==> config.mk <==
export PLATFORM = sky130hd
export DESIGN_NAME = elevator_ctrl
export DESIGN_NICKNAME = d
export VERILOG_FILES = /design/src/rtl/elevator_ctrl.sv
export SDC_FILE = /design/constraint.sdc
export NUM_CORES = 1
export LEC_CHECK = 0
export ABC_AREA = 1
export CORE_ASPECT_RATIO = 0.7
export CORE_MARGIN = 2
export CORE_UTILIZATION = 54
export CTS_BUF_LIST = sky130_fd_sc_hd__clkbuf_4 sky130_fd_sc_hd__clkbuf_8 sky130_fd_sc_hd__clkbuf_16
export DETAILED_ROUTE_END_ITERATION = 7
export HOLD_SLACK_MARGIN = 0.08
export PLACE_DENSITY = 0.87
export SYNTH_ARGS = -nofsm -noshare
export SYNTH_HDL_FRONTEND = slang
export SYNTH_SLANG_ARGS = --single-unit
export TNS_END_PERCENT = 1
==> constraint.sdc <==
create_clock -name CLK -period 3.03 [get_ports CLK]
set_clock_uncertainty 0.1 [all_clocks]
set_input_delay 0.606 -clock CLK [delete_from_list [all_inputs] [get_ports CLK]]
set_output_delay 0.606 -clock CLK [all_outputs]
set_load 0.005 [all_outputs]
==> src/rtl/elevator_ctrl.sv <==
// elevator_ctrl: SCAN-order elevator scheduler with tick-timed travel and door dwell
module elevator_ctrl #(
  parameter int FLOORS     = 8,
  parameter int MOVE_TICKS = 3,
  parameter int DOOR_TICKS = 5
) (
  input  logic       CLK,
  input  logic       RST,
  input  logic       tick,
  input  logic [7:0] btn_in,
  output logic [3:0] floor,
  output logic [7:0] floor_btn,
  output logic [3:0] countdown,
  output logic [3:0] status
);
  typedef enum logic [1:0] {IDLE, MOVE_UP, MOVE_DOWN, DOOR_OPEN} state_t;
  localparam logic [7:0] MASK = 8'((1 << FLOORS) - 1);
  localparam logic [3:0] MT = 4'(MOVE_TICKS);
  localparam logic [3:0] DT = 4'(DOOR_TICKS);
  state_t state, state_n;
  logic dir, dir_n;
  logic [3:0] floor_n, cnt_n, step;
  logic [7:0] req_n;
  logic above, below, here, ahead, behind, reload;
  assign above  = |(floor_btn >> (floor + 4'd1));
  assign below  = |(floor_btn & ((8'd1 << floor) - 8'd1));
  assign here   = floor_btn[floor[2:0]];
  assign ahead  = dir ? below : above;
  assign behind = dir ? above : below;
  assign reload = state == DOOR_OPEN && btn_in[floor[2:0]];
  assign step   = state == MOVE_UP ? floor + 4'd1 : floor - 4'd1;
  assign status = {2'b00, state};
  // dir: 0 = up, 1 = down
  always_comb begin
    state_n = state;
    dir_n   = dir;
    floor_n = floor;
    cnt_n   = countdown;
    if (state == IDLE) begin
      if (here) begin
        state_n = DOOR_OPEN;
        cnt_n   = DT;
      end else if (above || below) begin
        dir_n   = (above && below) ? dir : below;
        state_n = dir_n ? MOVE_DOWN : MOVE_UP;
        cnt_n   = MT;
      end
    end else if (state == DOOR_OPEN) begin
      if (reload) cnt_n = DT;
      else if (tick) begin
        if (countdown > 4'd1) cnt_n = countdown - 4'd1;
        else begin
          dir_n   = (!ahead && behind) ? ~dir : dir;
          state_n = (ahead || behind) ? (dir_n ? MOVE_DOWN : MOVE_UP) : IDLE;
          cnt_n   = (ahead || behind) ? MT : 4'd0;
        end
      end
    end else if (tick) begin
      if (countdown > 4'd1) cnt_n = countdown - 4'd1;
      else begin
        floor_n = step;
        state_n = floor_btn[step[2:0]] ? DOOR_OPEN : state;
        cnt_n   = floor_btn[step[2:0]] ? DT : MT;
      end
    end
    // Door entry or reload clears the door floor's request, beating a same-cycle press
    req_n = (floor_btn | (btn_in & MASK)) & ~(state_n == DOOR_OPEN ? 8'd1 << floor_n[2:0] : 8'd0);
  end
  always_ff @(posedge CLK or posedge RST) begin
    if (RST) begin
      state     <= IDLE;
      dir       <= 1'b0;
      floor     <= '0;
      countdown <= '0;
      floor_btn <= '0;
    end else begin
      state     <= state_n;
      dir       <= dir_n;
      floor     <= floor_n;
      countdown <= cnt_n;
      floor_btn <= req_n;
    end
  end
endmodule

==> run summary <==
critical-path maximum fanout: 8
vias per cell: 5.31
cell count after placement: 367
worst slew pin tran: 0.732 ns
Worst Hold Endpoint: countdown[1]
Final Hold Fails: 0
area delta synth->final: 20.5%
Post-Layout Inst Area: 0.00226 mm²
placer's final routability congestion estimate: 0.975
Die W: 74.5 µm
floorplan row count: 17
Top FF cell, synth: dfrtp_1
relative slew slack: 51.1%
largest net degree at the start of global routing: 20
H-tree depth: 1
Max Cap Viol: 0
vias: 1971
cell depth of the worst hold path: 2
status: completed
io pins: 31
Gate Count Post-Synth: 292
worst stage delay on the critical path: 0.43 ns
r2r setup slk: 0.32 ns
WL final: 4690 µm
fmax: 369 MHz
Crit. End Element: flop
most frequent CP cell: nand3_1
Synth top cells by count: 67 x nand2_1, 43 x nor2_1, 38 x inv_1
crit-path cells: inv_2 > ha_1 > nand2_1 > ha_1 > inv_1 > a21oi_1 > nand3_1 > nand3_1 > nand3_1 > nor2_2 > nand2_1 > nand2_2 > nand3_1 > nand2_1 > nand2_2 > nor2_8 > a21oi_2
initial antenna violation count: 0
Sw Pwr: 1180 µW
core region area: 0.00323 mm²
post-route ant nets: 0
Worst Hold Class: reg2reg
critical path's top delay family: simple AND/OR/NAND/NOR gates
CTS tree: built
Residual DRC: 0
share of the synthesized area in the top cell type: 25.3%
DR WL/cell: 12.6 µm
final slew viol count: 0
hpwl dp: 3790 µm
Comb power frac: 69.8%
sequential share of power: 22.2%
hold_ws: 0.422 ns
placed cell area: 0.00221 mm²
Setup Buffers After CTS: 0
synth top area cells: dfrtp_1 25%, nand2_1 13%, ha_1 8.7%, nor2_1 8.6%, inv_1 7.6%
leak pwr: 0.00113 µW
Num CTS Buffers: 3
Clk pin slew, worst setup/hold paths: 0.08 ns
YS warnings: 0
syn_area_per_cell: 6.43 µm²
worst reg2reg path depth: 17
clock period minus worst slack: 2.71 ns
total track usage: 26.4%
gr ovfl total: 0
Die H: 53.3 µm
clock root buffer: clkbuf_8
Post-synth EDFFs: 0
clock latency at the later pin of the worst-skew pair: 0.26 ns
first-pass detailed-route iteration total: 4
Synth area leader: dfrtp_1
Non-Filler Instances: 371
Worst EP arrival: 2.76 ns
nets: 349
first-pass GRT wire length: 7960 µm
Starting Density: 58.0%
ant diodes: 0
internal power: 1120 µW
Clock power frac: 8.0%
WS Path Type: reg2reg
die area: 0.00397 mm²
vias in the first global route: 1759
worst r2r src: floor[0]
period utilisation layout: 89.5%
initial drt markers: 150
register bit total from synthesis: 19
Req. time, crit path: 3.07 ns
most instantiated library cell after synthesis: nand2_1
synth unique cells: 30
Post-Syn Area: 0.00188 mm²
CTS resizes: 0
worst path bufs/invs: 2
worst flop-to-flop path endpoint: floor_btn[4]
hold buffer count at CTS: 0
Setup Viol. Count Final: 0
Sw Share: 51.3%
element type at the critical path start: flop
Synth async-reset ratio: 100%
critical hold path startpoint: countdown[1]
Max IR drop VDD: 0.582 mV
RSZ-0062 raised after global routing: false
sequential-to-total area share from yosys stat: 25.3%
layout cells sized above 1: 8.64%
clock sink total: 19
slowest stage cell, crit path: dfrtp_1
Fin Setup TNS: 0 ns
port bufs: 28
CTS Buffer Depth: 2
pwr dens: 1020 mW/mm²
[cells in the final DEF, fill, tap and decap left out, types with 2 or more instances in the layout]
master	Yosys	final
a21oi_1	17	17
nand3_1	22	22
clkbuf_8	0	3
nor2_2	2	2
o21ai_1	3	3
xnor2_1	2	2
inv_1	38	38
buf_4	5	6
nand2_2	4	4
o31ai_1	2	2
nor2_1	43	43
inv_2	3	3
nand2_1	67	67
dfrtp_1	19	19
nand3b_1	3	3
a21oi_2	8	8
ha_1	13	13
xor2_1	5	5
o21ai_0	22	22
clkdlybuf4s50_1	0	28
o21a_1	2	2
conb_1	1	2
nand4_1	2	2
[sequential cells by signal, indices dropped and copies added (netlist names)]
| name | count |
|---|---|
| state | 2 |
| floor_btn | 8 |
| floor | 4 |
| countdown | 4 |
| dir | 1 |
[how the worst max path moves through the flow]
stage | startpoint | end | slack, ns | depth (start not counted)
after floorplan | floor[0] | floor_btn[0] | 0.41 | 19
after global placement | floor[0] | floor_btn[0] | 0.39 | 17
after detailed placement | floor[0] | floor_btn[4] | 0.36 | 17
after CTS | floor[0] | floor_btn[4] | 0.35 | 17
after global routing | floor[0] | floor_btn[3] | 0.00001 | 17
final | floor[0] | floor_btn[4] | 0.32 | 17
[metal layers]
metal  part of all wire, %  routed length, µm  up-vias  track usage [%]
li1                      -                  -      997                -
met1                    49               2310      901             39.9
met2                    43               2020       67             40.3
met3                   6.8                320        6             3.43
met4                  0.83                 39        0             4.76
met5                     0                  0        -                0
[final cells by class]
cell class / instances / area, µm²
Tap cell: 47 / 58.8
Fill cell: 302 / 972
Timing Repair Buffer: 34 / 325
Clock buffer: 3 / 41.3
Inverter: 41 / 154
Multi-Input combinational cell: 226 / 1200
Clock inverter: 1 / 7.51
Sequential cell: 19 / 475
[cells by family (layout without fill, tap and decap cells)]
logic type               count (synthesis)  count (layout)  share of synthesized area [%]
flip-flops                              19              19                           25.3
other                                    1               2                          0.200
adder cells (fa/ha/maj)                 13              13                           8.67
AO/OA/AOI/OAI                           58              58                           18.1
XOR/XNOR                                 7               7                           3.27
buffers and inverters                   48              79                           11.0
AND/OR/NAND/NOR                        146             146                           33.5
[through the flow]
stage	setup WS [ns]	util, %	power [µW]
floorplan	0.405	-	1580
global placement	0.391	68.4	2040
detailed placement	0.362	68.4	2080
CTS	0.347	69.9	2280
global route	0.0000149	69.9	2540
finish	0.319	69.9	2300
[power groups by stage]
stage                     clock network [µW]  logic (µW)  registers (µW)
after floorplan                            0        1100             476
after global placement                     0        1540             505
after global routing                     197        1810             525
after detailed placement                   0        1570             509
final                                    185        1610             510
after CTS                                188        1590             504
[worst min-delay path, delay by kind of cell, from the launching register on]
| family | cells | cell delay [ns] |
|---|---|---|
| AO/OA/AOI/OAI | 1 | 0.07 |
| buffers and inverters | 1 | 0.05 |
| flip-flops | 1 | 0.36 |
Power figures use the tool's default switching activity.
